==> src/rtl/sys_bus_ctrl_burst.sv <==
// ---------------------------------------------------------------------------
// sys_bus_ctrl_burst
//
// Bursting system bus controller. The host latches a start address and a
// burst length with ale_en, then starts a read or a write of 1..2^BL_W beats.
// Each beat holds the slave strobe until io_ack; the address auto-increments
// between beats (wrapping modulo 2^ADDR_W). A beat that waits more than
// TIMEOUT cycles for io_ack aborts the burst and raises the sticky bus_err.
//
// Handshake: a beat is a strobe (io_write_en / io_read_en) held high by the
// controller until the slave answers with io_ack=1 at a rising edge; that
// edge completes the beat, there is no back-pressure on the host side other
// than bus_ready (high only in IDLE).
//
// Ports
//   clk, rst            clock (rising edge), async active-high reset
//   ale_en              latch addr_input/burst_len (IDLE or ADDR only)
//   bus_read_en         start a read burst (ADDR only)
//   bus_write_en        start a write burst (ADDR only)
//   burst_len           beats minus 1, sampled with ale_en
//   addr_input          start address, sampled with ale_en
//   data_write          host write data
//   data_read           last read beat data (registered)
//   data_valid          1-cycle pulse when data_read updated
//   beat_done           1-cycle pulse per acknowledged beat
//   bus_ready           high only in IDLE
//   bus_err             sticky error, cleared by ale_en in IDLE
//   state_now           current state code (debug)
//   state_nxt           next state code, combinational (debug)
//   bus_addr            slave address (registered)
//   bus_data_write      slave write data (registered)
//   io_write_en         slave write strobe, high in WRITE
//   io_read_en          slave read strobe, high in READ
//   io_data_read        slave read data, valid with io_ack
//   io_ack              slave beat acknowledge
// ---------------------------------------------------------------------------
module sys_bus_ctrl_burst #(
  parameter int ADDR_W  = 8,
  parameter int DATA_W  = 8,
  parameter int BL_W    = 3,
  parameter int TIMEOUT = 15
) (
  input  logic              clk,
  input  logic              rst,
  input  logic              ale_en,
  input  logic              bus_read_en,
  input  logic              bus_write_en,
  input  logic [BL_W-1:0]   burst_len,
  input  logic [ADDR_W-1:0] addr_input,
  input  logic [DATA_W-1:0] data_write,
  output logic [DATA_W-1:0] data_read,
  output logic              data_valid,
  output logic              beat_done,
  output logic              bus_ready,
  output logic              bus_err,
  output logic [2:0]        state_now,
  output logic [2:0]        state_nxt,
  output logic [ADDR_W-1:0] bus_addr,
  output logic [DATA_W-1:0] bus_data_write,
  output logic              io_write_en,
  output logic              io_read_en,
  input  logic [DATA_W-1:0] io_data_read,
  input  logic              io_ack
);

  typedef enum logic [2:0] {
    S_IDLE  = 3'd0,
    S_ADDR  = 3'd1,
    S_WRITE = 3'd2,
    S_READ  = 3'd3,
    S_DONE  = 3'd4,
    S_ERR   = 3'd5
  } state_e;

  localparam logic [7:0] TIMEOUT_C = 8'(TIMEOUT);

  state_e            state_q, state_d;
  logic [BL_W-1:0]   beat_cnt_q;
  logic [7:0]        wait_cnt_q;
  logic [ADDR_W-1:0] bus_addr_q;
  logic [DATA_W-1:0] bus_data_write_q;
  logic [DATA_W-1:0] data_read_q;
  logic              data_valid_q;
  logic              beat_done_q;
  logic              bus_err_q;

  logic in_beat;
  logic last_beat;
  logic timed_out;

  assign in_beat   = (state_q == S_WRITE) || (state_q == S_READ);
  assign last_beat = (beat_cnt_q == '0);
  // An ack on the same edge as the timeout wins, hence the !io_ack term.
  assign timed_out = in_beat && !io_ack && (wait_cnt_q == TIMEOUT_C);

  always_comb begin
    state_d = S_IDLE;
    case (state_q)
      S_IDLE:  state_d = ale_en ? S_ADDR : S_IDLE;
      S_ADDR: begin
        if (ale_en)                            state_d = S_ADDR;
        else if (bus_write_en && bus_read_en)  state_d = S_ERR;
        else if (bus_write_en)                 state_d = S_WRITE;
        else if (bus_read_en)                  state_d = S_READ;
        else                                   state_d = S_ADDR;
      end
      S_WRITE, S_READ: begin
        if (io_ack)         state_d = last_beat ? S_DONE : state_q;
        else if (timed_out) state_d = S_ERR;
        else                state_d = state_q;
      end
      default: state_d = S_IDLE;  // DONE, ERR and unused codes
    endcase
  end

  always_ff @(posedge clk or posedge rst) begin
    if (rst) begin
      state_q          <= S_IDLE;
      beat_cnt_q       <= '0;
      wait_cnt_q       <= '0;
      bus_addr_q       <= '0;
      bus_data_write_q <= '0;
      data_read_q      <= '0;
      data_valid_q     <= 1'b0;
      beat_done_q      <= 1'b0;
      bus_err_q        <= 1'b0;
    end else begin
      state_q      <= state_d;
      data_valid_q <= 1'b0;
      beat_done_q  <= 1'b0;
      // The wait counter only runs while a beat is outstanding.
      if (!in_beat) wait_cnt_q <= '0;

      case (state_q)
        S_IDLE: begin
          if (ale_en) begin
            bus_addr_q <= addr_input;
            beat_cnt_q <= burst_len;
            bus_err_q  <= 1'b0;
          end
        end
        S_ADDR: begin
          if (ale_en) begin
            bus_addr_q <= addr_input;
            beat_cnt_q <= burst_len;
          end else if (bus_write_en && bus_read_en) begin
            bus_err_q <= 1'b1;
          end else if (bus_write_en) begin
            bus_data_write_q <= data_write;
          end
        end
        S_WRITE, S_READ: begin
          if (io_ack) begin
            beat_done_q <= 1'b1;
            wait_cnt_q  <= '0;
            if (state_q == S_READ) begin
              data_read_q  <= io_data_read;
              data_valid_q <= 1'b1;
            end else begin
              // Host presents the next beat's data ahead of this ack.
              bus_data_write_q <= data_write;
            end
            if (!last_beat) begin
              beat_cnt_q <= beat_cnt_q - BL_W'(1);
              bus_addr_q <= bus_addr_q + ADDR_W'(1);
            end
          end else if (timed_out) begin
            bus_err_q  <= 1'b1;
            wait_cnt_q <= '0;
          end else begin
            wait_cnt_q <= wait_cnt_q + 8'd1;
          end
        end
        default: ;
      endcase
    end
  end

  // Strobes and bus_ready decode the state register only, so they are
  // glitch-free and fall immediately on async reset.
  assign io_write_en    = (state_q == S_WRITE);
  assign io_read_en     = (state_q == S_READ);
  assign bus_ready      = (state_q == S_IDLE);
  assign state_now      = state_q;
  assign state_nxt      = state_d;
  assign bus_addr       = bus_addr_q;
  assign bus_data_write = bus_data_write_q;
  assign data_read      = data_read_q;
  assign data_valid     = data_valid_q;
  assign beat_done      = beat_done_q;
  assign bus_err        = bus_err_q;

endmodule

==> config.mk <==
export PLATFORM = sky130hd
export DESIGN_NAME = sys_bus_ctrl_burst
export DESIGN_NICKNAME = d
export VERILOG_FILES = /design/src/rtl/sys_bus_ctrl_burst.sv
export SDC_FILE = /design/constraint.sdc
export NUM_CORES = 1
export LEC_CHECK = 0
export CORE_MARGIN = 10
export CORE_UTILIZATION = 38
export DETAILED_ROUTE_END_ITERATION = 10
export PLACE_DENSITY = 0.68
export SLEW_MARGIN = 20
export SYNTH_ARGS = -nofsm -noshare
export SYNTH_HDL_FRONTEND = slang
export SYNTH_SLANG_ARGS = --single-unit
export TNS_END_PERCENT = 10
==> constraint.sdc <==
create_clock -name clk -period 2.36 [get_ports clk]
set_clock_uncertainty 0.2 [all_clocks]
set_input_delay 0.472 -clock clk [delete_from_list [all_inputs] [get_ports clk]]
set_output_delay 0.472 -clock clk [all_outputs]
set_load 0.01 [all_outputs]
* Word-level counts from Yosys, hierarchy flattened
Index checks and enable logic that the tools add are counted.
Storage, ports and cells: register bits 41, bits of input ports 33
Cells by class: reduce and logical (&&, ||, !) cells 16, $add $sub $neg 3, muxes and demuxes 38, equal/unequal tests 16
Operator list (count):
- 2-to-1 mux 8 bit | 12
- case mux 8 bit (2 select lines) | 2
- 2-to-1 mux 3 bit | 8
- inequality test 2 bit, second input constant | 10
- adder 8 x 1 -> 8 bit, second input constant | 2
- AND reduction 6 bit | 2
- 2-to-1 mux 1 bit | 11
- case mux 3 bit (3 select lines) | 1
- equality test 8 x 4 -> 1 bit, second input constant | 1
- equality test 3 x 2 -> 1 bit, second input constant | 2
- logical NOT 3 bit | 2
- case mux 3 bit (2 select lines) | 1
- 2-to-1 mux 2 bit | 2
- inequality test 2 x 1 -> 1 bit, second input constant | 2
- AND reduction 4 bit | 1
- nonzero test 2 bit | 2
- OR reduction 2 bit | 2
- equality test 3 x 1 -> 1 bit, second input constant | 1
- logical AND 1 bit | 3
- case mux 1 bit (3 select lines) | 1
- AND reduction 3 bit | 1
- nonzero test 3 bit | 1
- subtractor 3 x 1 -> 3 bit, second input constant | 1
- logical NOT 1 bit | 1
- logical OR 1 bit | 1

* Longest topological paths before layout
depth after elaboration 7, gate-level depth with buffers 7, gate-level depth less buffers 6

* Least setup slack after synthesis
No wires, ideal clock.
path kind reg-to-output, start point reg wait_cnt_q[5], end point out state_nxt[2], cell stages (with the launch flop) 4, buffers on the path 0, slack 0.122 ns, arrival time 1.566 ns, cells stage by stage dfrtp_1 > nor4_4 > or3b_1 > a311oi_1
Between the ends: word-level cells in the longest chain between the ends 5
RTL lines:
- start: declaration | line 79 | logic [7:0] wait_cnt_q;
- start signal: assignment | line 171 | wait_cnt_q <= wait_cnt_q + 8'd1;
- equality test 8 x 4 -> 1 bit | line 94 | assign timed_out = in_beat && !io_ack && (wait_cnt_q == TIMEOUT_C);
- logical AND 1 bit | line 94
- 2-to-1 mux 3 bit | line 109 | else if (timed_out) state_d = S_ERR;
- 2-to-1 mux 3 bit | line 108 | if (io_ack) state_d = last_beat ? S_DONE : state_q;
- case mux 3 bit (3 select lines) | line 98 | case (state_q)
- end: declaration | line 57 | output logic [2:0] state_nxt,
No other way between the ends.

* Worst setup path in the final report
Same ends and word-level chain as after synthesis.

==> results.md <==
- Area Overhead vs Synth: 53.2%
- Final GP Congestion: 0.838
- Vias in the first global route: 1820
- Die height: 93.8 um
- Hold_buf cts: 0
- CTS clk-pin slew, worst paths: 80 ps
- Crit Reg-Reg Endpoint: data_read[2]
- Critical path arrival: 1920 ps
- Die X-Extent: 93.8 um
- Hpwl dp: 4.33 mm
- Crit-path max FO: 3
- Synth Area per Inst: 10.5 um^2
- Hold Path Class: reg2reg
- Met2 WL post-DR: 2.61 mm
- Post-synth top cells: dfrtp_1, nor2_1, mux2_2
- Placement Cell Area: 3030 um^2
- Fmax achieved: 385 MHz
- Post-synth top area share: 0.496
- Yosys Warn Count: 0
- Via count: 1831
- Initial drt markers: 95
- CTS H-tree lvls: 2
- Syn_nets: 235
- Synth Flop Type: dfrtp_1
- Antenna viol nets, final: 0
- Clock power share: 0.164
- CP startpoint: wait_cnt_q[5]
- Post-Synthesis Cells: 196
- First-pass GRT wire length: 9.12 mm
- Top cell type by total area after synthesis: dfrtp_1
- Gr usage total: 0.128
- Max Transition Viols Final: 0
- Final hold vios: 0
- Grt ovf: 0
- TritonCTS sink count: 41
- CTS root buffer: clkbuf_8
- Worst Setup EP: state_nxt[2]
- Pin count of the biggest net entering global routing: 42
- CTS Buffer Depth: 2
- Violated checks: setup timing
- Switching power: 1.25 mW
- Netlist cell types: 49
- Highest metal used: met4
- Max-cap violation count: 0
- Ant. Diodes: 0
- Routed met3 length: 345 um
- Fin util: 0.608
- Layout Nets: 335
- R2R cell count: 4
- Fin crit share: 1.10
- Critical path capture point type: output pin
- FP Rows: 26
- Total CTS buffers: 5
- Sw frac: 0.348
- DP Cell Count: 357
- Starting Density: 0.397
- Hold WS: 308 ps
- #FFs+latches synth: 41
- Die area: 8790 um^2
- PnR worst setup slack: -236 ps
- Number of flops mapped to enable cells by yosys: 0
- CTS tree: yes
- Max_slew headroom: 0.655
- Max IR drop VDD: 0.000536 V
- Sequential Power Share: 0.327
- DRC errors left: 0
- Syn Std Cell Area: 2070 um^2
- Crit Reg-Reg Startpoint: state_now[1]
- WL/cell: 15.0 um
- Initial antenna violation count: 0
- M1 wire length: 2.48 mm
- R2R Setup Slk: 440 ps
- Vias per inst: 4.99
- Clock latency at the later pin of the worst-skew pair: 290 ps
- CP Data Required Time: 1690 ps
- Total power: 3.58 mW
- Startpoint Class: flop
- Routed WL: 5.52 mm
- I/O pin count: 69
- Status: finished with violations
- Power Dens Cells: 1130 nW/um^2
- Core Footprint: 5200 um^2
- CP Class: reg2out
- Design Area, Final: 3170 um^2
- Fillcell total: 460
- Fraction of registers with async set/reset: 1.00
- Worst Max-Slew Pin Slew: 517 ps
- Drt first pass iters: 4
- Share of post-route cells with drive strength above 1: 0.232
- Seq/Total Area, Yosys: 0.496
- Unrepaired setup endpoints after global routing: yes
- Final cell count without fillers: 367
- Tmin final: 2600 ps
- Int Pwr: 2.34 mW
- Setup violations, final: 3
- Logic pwr share: 0.510
- Most common cell in the netlist: dfrtp_1
- PortBufs: 68
- Synth area leaders: dfrtp_1, mux2_2, ha_1, o21ai_0, nor2_1
- Pleak: 1.40 nW
## stage by stage
step,worst slack (ps),setup TNS (ps)
detailed placement,-698,-2540
global route,-346,-921
CTS,-257,-599
finish,-236,-581
floorplan,122,0
global placement,-637,-2140
## critical path, stage by stage, from the launching register on
cell and delay (ps):
dfrtp_1 420, nor4_4 330, or3b_4 420, a311oi_2 270, buf_2 190
## layout make-up
type                            instances  area (um^2)  share of cell area
Timing Repair Buffer                  101          922               0.291
Clock buffer                            6         82.6              0.0261
Multi-Input combinational cell        139          981               0.310
Inverter                                8         30.0             0.00948
Clock inverter                          2         37.5              0.0119
Tap cell                               70         87.6              0.0277
Sequential cell                        41         1030               0.324
## flip-flops by register name, indices dropped and copies added (netlist names)
register,flops
data_valid,1
bus_addr,8
beat_cnt_q,3
beat_done,1
state_now,3
data_read,8
wait_cnt_q,8
bus_data_write,8
bus_err,1
## layer usage
| layer | up-vias | GRT usage |
|---|---|---|
| li1 | 902 | - |
| met1 | 865 | 0.162 |
| met3 | 7 | 0.0280 |
| met4 | 0 | 0.0494 |
| met2 | 57 | 0.209 |
| met5 | - | 0 |
## power groups by stage
stage | clock network (mW) | logic, mW | registers [mW]
2_1_floorplan | 0 | 0.792 | 1.28
3_3_place_gp | 0 | 1.84 | 1.17
3_5_place_dp | 0 | 1.88 | 1.18
4_1_cts | 0.607 | 1.86 | 1.17
5_1_grt | 0.632 | 1.99 | 1.21
6_report | 0.586 | 1.83 | 1.17
## kinds of logic after synthesis
family,synth area share
buffers and inverters,0.0369
flip-flops,0.496
AND/OR/NAND/NOR,0.176
XOR/XNOR,0.0127
multiplexers,0.0969
adder cells (fa/ha/maj),0.0363
AO/OA/AOI/OAI,0.145
## worst min path at each step
stage                           start                end  slack (ps)  cells after the start
CTS                 bus_data_write[0]  bus_data_write[0]         310                      1
global placement         data_read[6]       data_read[6]         290                      1
finish              bus_data_write[0]  bus_data_write[0]         310                      1
global route             data_read[7]       data_read[7]         320                      1
detailed placement  bus_data_write[0]  bus_data_write[0]         290                      1
floorplan               wait_cnt_q[0]      wait_cnt_q[0]         240                      1
## what timing repair did
action / CTS / global route
buffers inserted: 1 / 1
resized for setup: 20 / 0
pin swaps: 2 / 1
endpoints found under the setup margin: 6 / 3
## layout by cell type, fill, tap and decap left out, types with 7 or more instances in the layout
cell type,Yosys,layout
nand2_1,14,14
o21ai_0,14,14
clkdlybuf4s50_1,0,62
nand3_1,7,7
nor2_1,18,18
buf_4,1,32
a21oi_1,8,8
mux2_2,16,16
inv_1,8,8
dfrtp_1,41,41
Power figures use the tool's default switching activity.
